==> config.mk <==
export PLATFORM = sky130hd
export DESIGN_NAME = rng_scheduler
export DESIGN_NICKNAME = d
export VERILOG_FILES = /design/src/rtl/rng_scheduler.sv
export SDC_FILE = /design/constraint.sdc
export NUM_CORES = 1
export LEC_CHECK = 0
export CAP_MARGIN = 20
export CORE_UTILIZATION = 40
export CTS_CLUSTER_SIZE = 25
export DETAILED_ROUTE_END_ITERATION = 6
export PLACE_DENSITY = 0.61
export SLEW_MARGIN = 20
export SYNTH_ARGS = -nofsm -noshare
export SYNTH_HDL_FRONTEND = slang
export SYNTH_SLANG_ARGS = --single-unit
==> constraint.sdc <==
create_clock -name clk -period 4 [get_ports clk]
set_input_delay 0.4 -clock clk [delete_from_list [all_inputs] [get_ports clk]]
set_output_delay 0.4 -clock clk [all_outputs]
set_load 0.05 [all_outputs]
==> src/rtl/rng_scheduler.sv <==
// Round-robin front end for one shared 8-bit LFSR: each grant decorrelates the
// generator by several steps, then bounds the draw to [0, max] by masked rejection.
module rng_scheduler #(
  parameter int         N_REQ     = 4,
  parameter logic [7:0] SEED      = 8'hA5,
  parameter int         STEPS     = 4,
  parameter int         MAX_TRIES = 4
) (
  input  logic               clk,
  input  logic               rst,
  input  logic               reseed_i,
  input  logic [7:0]         seed_in_i,
  input  logic [N_REQ-1:0]   req_i,
  input  logic [8*N_REQ-1:0] max_val_i,
  output logic [N_REQ-1:0]   gnt_o,
  output logic               valid_o,
  output logic [7:0]         rand_val_o,
  output logic               busy_o
);

  localparam int IW = $clog2(N_REQ);

  typedef enum logic [1:0] {IDLE, STEP, CHECK, DONE} state_e;

  state_e         state_q, state_d;
  logic [7:0]     lfsr_q;
  logic [IW-1:0]  ptr_q;
  logic [IW-1:0]  win_q;
  logic [7:0]     max_q;
  logic [3:0]     tries_q;
  logic [3:0]     stepCnt_q;
  logic           pend_q;
  logic [7:0]     pendSeed_q;
  logic [7:0]     rand_q;

  logic [7:0]     lfsrNext;
  logic [7:0]     smear1, smear2, mask;
  logic [7:0]     maskedVal;
  logic [7:0]     fallbackVal;
  logic           accept;
  logic           atLimit;
  logic           arbFound;
  logic [IW-1:0]  arbIdx;
  logic [IW-1:0]  cand;
  logic [7:0]     maxSel;

  // A zero state would lock the LFSR, so every load is forced non-zero.
  function automatic logic [7:0] nonZero(input logic [7:0] s);
    return (s == 8'h00) ? 8'h01 : s;
  endfunction

  assign lfsrNext = {lfsr_q[6:0], lfsr_q[7] ^ lfsr_q[5] ^ lfsr_q[4] ^ lfsr_q[3]};

  assign smear1      = max_q | (max_q >> 1);
  assign smear2      = smear1 | (smear1 >> 2);
  assign mask        = smear2 | (smear2 >> 4);
  assign maskedVal   = lfsr_q & mask;
  assign accept      = (maskedVal <= max_q);
  assign atLimit     = (tries_q == 4'(MAX_TRIES));
  assign fallbackVal = maskedVal - max_q - 8'd1;

  always_comb begin
    arbFound = 1'b0;
    arbIdx   = '0;
    cand     = '0;
    maxSel   = '0;
    for (int i = 1; i <= N_REQ; i++) begin
      cand = IW'((int'(ptr_q) + i) % N_REQ);
      if (!arbFound && req_i[cand]) begin
        arbFound = 1'b1;
        arbIdx   = cand;
      end
    end
    for (int j = 0; j < N_REQ; j++) begin
      if (IW'(j) == arbIdx) maxSel = max_val_i[8*j +: 8];
    end
  end

  always_ff @(posedge clk or posedge rst) begin
    if (rst) state_q <= IDLE;
    else     state_q <= state_d;
  end

  // A reseed in IDLE takes the cycle, so a simultaneous request is arbitrated next cycle.
  always_comb begin
    state_d = state_q;
    unique case (state_q)
      IDLE:  if (!reseed_i && arbFound) state_d = STEP;
      STEP:  if (stepCnt_q == 4'd0) state_d = CHECK;
      CHECK: state_d = (accept || atLimit) ? DONE : STEP;
      DONE:  state_d = IDLE;
      default: state_d = IDLE;
    endcase
  end

  always_comb begin
    gnt_o      = '0;
    valid_o    = (state_q == DONE);
    busy_o     = (state_q != IDLE);
    rand_val_o = rand_q;
    if (state_q == DONE) gnt_o[win_q] = 1'b1;
  end

  always_ff @(posedge clk or posedge rst) begin
    if (rst) begin
      lfsr_q     <= nonZero(SEED);
      ptr_q      <= IW'(N_REQ - 1);
      win_q      <= '0;
      max_q      <= '0;
      tries_q    <= '0;
      stepCnt_q  <= '0;
      pend_q     <= 1'b0;
      pendSeed_q <= '0;
      rand_q     <= '0;
    end else begin
      if (reseed_i && (state_q == STEP || state_q == CHECK)) begin
        pend_q     <= 1'b1;
        pendSeed_q <= seed_in_i;
      end
      unique case (state_q)
        IDLE: begin
          if (reseed_i) begin
            lfsr_q <= nonZero(seed_in_i);
          end else if (arbFound) begin
            win_q     <= arbIdx;
            ptr_q     <= arbIdx;
            max_q     <= maxSel;
            tries_q   <= '0;
            stepCnt_q <= 4'(STEPS - 1);
          end
        end
        STEP: begin
          lfsr_q <= lfsrNext;
          if (stepCnt_q != 4'd0) stepCnt_q <= stepCnt_q - 4'd1;
        end
        CHECK: begin
          if (accept) begin
            rand_q <= maskedVal;
          end else if (atLimit) begin
            rand_q <= fallbackVal;
          end else begin
            tries_q   <= tries_q + 4'd1;
            stepCnt_q <= 4'd0;
          end
        end
        DONE: begin
          tries_q <= '0;
          pend_q  <= 1'b0;
          if (reseed_i)    lfsr_q <= nonZero(seed_in_i);
          else if (pend_q) lfsr_q <= nonZero(pendSeed_q);
        end
        default: ;
      endcase
    end
  end

endmodule

==> metrics <==
met1 wire length=3310 um; first-pass GRT wire length=11600 um; library cells used by synthesis=58; # hold bufs at CTS=0; crit end category=register; slew of the pin with the lowest slew margin=1.02 ns; chip width=about 90 um; CTS tree=yes; WS Path Type=reg2reg; crit start category=register; drt total wl=between 6000 and 7000 um; Worst EP arrival=3.64 ns; H-tree Lvls=2; Placement Rows=31; drt pass-1 iters=4; Post-synth EDFFs=0; Pwr Density=between 900 and 1000 mW/mm^2; largest net degree at the start of global routing=48; Avg Inst Size Synth=between 10 and 15 sq um; CP Data Required Time=roughly 4.2 ns; Clock Latency Late Sink=0.30 ns; DR WL met3=about 320 um; Ports=61; Final Hold Fails=0; met2 wire length=just over 3000 um; Detail Route Antenna Nets=0; Post-synth top flop=dfrtp_1; Synth Instances=309; Routed WL per cell=14.5 um; number of global-route vias before repair=about 2500; peak supply drop=roughly 0.00036 V; Seq/Total Area, Yosys=38.2%; postcts setup bufs=0; Max Cap Viol=0; Post-Place Worst Slack=0.632 ns; Fin Hold WS=roughly 0.4 ns; worst path cell trace=or4_1 -> or3_1 -> o31a_1 -> ha_1 -> and4_1 -> nand4_1 -> o2111a_1 -> nand3_1 -> mux2_1 -> a22o_1; final setup margin=around 0.56 ns; status=completed; Leak=between 0.0015 and 0.002 uW; # resized after CTS=0; mapped cell area=roughly 0.0031 sq mm; syn nets=between 300 and 400; Slew HR=a little under a third; Fmax=between 200 and 300 MHz; Final Critical Period=3.44 ns; Max Slew Vio Count=0; RePlAce Congestion=~0.82; peak per-stage delay on the critical path=roughly 0.56 ns; clk sinks=47; vias=between 2000 and 3000; CP delay by family, top=simple AND/OR/NAND/NOR gates; layout cell share with drive strength beyond 1=between 10% and 20%; Area Overhead vs Synth=26.2%; Clock Skew=0.00880 ns; DR vias/cell=~5.4; final setup fails=0; HPWL after DPL=around 5200 um; grt total ovfl=0; clk root buf=clkbuf_8; die extent in y=approximately 90 um; initial antenna violation count=0; TNS Setup=0 ns; buffers and inverters on the worst path=0; All-Layer GR Usage=between 15 and 20%; drt initial violations=143; CTS Buf Count=5; Initial Util=between 40% and 50%; Min-Delay Path Class=in2async; count of antenna diodes in the layout=0; Final period util=between 80 and 90%; Residual DRC=0; Clock Path Buffers=2; nets=between 400 and 500; area of the multi-input gates=~0.0018 sq mm; Core Area=0.00737 sq mm; CP max-delay cell=or4_1; ys async rst share=100%; die footprint=slightly above 0.008 sq mm; synth warn=0; register area=0.00118 sq mm; uppermost layer routed=met4; unrepaired setup endpoints after global routing=no; CP Max Fanout=8; PortBufs=60; Clk pin slew, worst setup/hold paths=around 0.09 ns; Filler cells=679; Yosys reg bits=between 40 and 50
==> cell usage after synthesis (3+ instances only) <==
| master | instances | area (sq um) |
|---|---|---|
| a222oi_1 | 7 | 70.1 |
| nor2_1 | 26 | 97.6 |
| and2_1 | 3 | 18.8 |
| xnor2_1 | 5 | 43.8 |
| nor4_1 | 4 | 25.0 |
| nand2_1 | 20 | 75.1 |
| mux4_2 | 8 | 180 |
| mux2_2 | 9 | 101 |
| dfrtp_1 | 41 | 1030 |
| mux2_4 | 8 | 120 |
| o21a_1 | 6 | 45.0 |
| nand3_1 | 3 | 15.0 |
| a31oi_1 | 6 | 37.5 |
| o21ai_0 | 12 | 60.1 |
| a21o_1 | 3 | 22.5 |
| a21oi_1 | 26 | 130 |
| a211oi_1 | 4 | 30.0 |
| clkbuf_1 | 6 | 22.5 |
| nand2b_1 | 6 | 37.5 |
| dfstp_2 | 6 | 158 |
| a21oi_2 | 3 | 26.3 |
| ha_1 | 16 | 200 |
| nor3_1 | 8 | 40.0 |
| nor3b_1 | 3 | 22.5 |
| nor2b_1 | 4 | 25.0 |
| o21ai_1 | 3 | 15.0 |
| inv_1 | 22 | 82.6 |
==> worst reg2reg max path: stages, from the launching register on <==
cell and delay (ns):
dfrtp_1 0.42, or4_1 0.56, or3_1 0.36, o31a_1 0.29, ha_1 0.31, and4_1 0.18
nand4_1 0.14, o2111a_1 0.40, nand3_1 0.16, mux2_1 0.33, a22o_1 0.18
==> logic make-up (layout without fill, tap and decap cells) <==
logic type	count (synthesis)	in the layout	share of synthesized area, %
flip-flops	47	47	38.2
multiplexers	27	27	13.6
AO/OA/AOI/OAI	91	91	20.6
XOR/XNOR	6	6	1.69
AND/OR/NAND/NOR	89	89	14.2
buffers and inverters	32	91	4.60
adder cells (fa/ha/maj)	17	17	7.10
==> power breakdown <==
part	total [uW]	switching [uW]	leakage (uW)	internal, uW
Clock	377	171	0.0000618	206
Combinational	2330	1320	0.000996	1010
Sequential	950	215	0.000556	735
Total	3660	1710	0.00161	1950
==> flip-flops by register name, summed over array words and instances, names as in the netlist <==
register    cells
rand_val_o      8
stepCnt_q       4
state_q         2
pendSeed_q      8
tries_q         4
win_q           2
ptr_q           2
max_q           8
pend_q          1
lfsr_q          8
==> layer usage <==
| metal | global-route usage, % | up-vias |
|---|---|---|
| li1 | - | 1263 |
| met1 | 24.4 | 1188 |
| met2 | 28.4 | 64 |
| met5 | 0 | - |
| met3 | 3.05 | 5 |
| met4 | 3.63 | 0 |
==> metrics by stage <==
stage	utilization [%]	cell area (sq um)	total power, uW	cells
floorplan	-	3100	2770	309
global placement	51.2	3770	3280	458
detailed placement	51.2	3770	3280	458
CTS	52.8	3890	3680	466
global route	53.1	3910	3980	467
finish	53.1	3910	3660	467
==> final timing paths <==
| check | to | slack [ns] | from | cells after the start |
|---|---|---|---|---|
| setup / recovery | tries_q[3] | 0.56 | max_q[5] | 10 |
| hold / removal | stepCnt_q[0] | 0.40 | rst | 2 |
| setup reg to reg | tries_q[3] | 0.56 | max_q[5] | 10 |
| hold reg to reg | rand_val_o[3] | 0.49 | rand_val_o[3] | 2 |
| max in group asynchronous | ptr_q[1] | 3.02 | rst | 3 |
| min in group clk | rand_val_o[3] | 0.49 | rand_val_o[3] | 2 |
==> cell type report <==
class | count | share of cell area, %
flip-flops and latches | 47 | 30.3
well taps | 99 | 3.17
multi-input cells | 230 | 45.5
repair buffers | 61 | 15.9
clock inverters | 2 | 0.992
clock buffers | 6 | 2.11
inverters | 22 | 2.11
==> cells in the final DEF, fill, tap and decap left out, types with 2 or more instances in the layout <==
master / instances
clkdlybuf4s50_1: 60
dfrtp_1: 41
a21oi_1: 26
nor2_1: 26
inv_1: 21
nand2_1: 20
ha_1: 16
o21ai_0: 12
mux2_2: 9
mux4_2: 8
mux2_4: 8
nor3_1: 7
a222oi_1: 7
a31oi_1: 6
o21a_1: 6
nand2b_1: 6
clkbuf_8: 6
dfstp_2: 6
xnor2_1: 5
nor4_1: 4
a211oi_1: 4
nor2b_1: 4
a21oi_2: 3
o21ai_1: 3
nor3b_1: 3
nand3_1: 3
and2_1: 3
a21o_1: 3
o211ai_1: 2
nand4_1: 2
o21ai_2: 2
a22o_1: 2
or3_1: 2
o31a_1: 2
and3_1: 2
o22ai_1: 2
(Power assumes the default switching activity.)
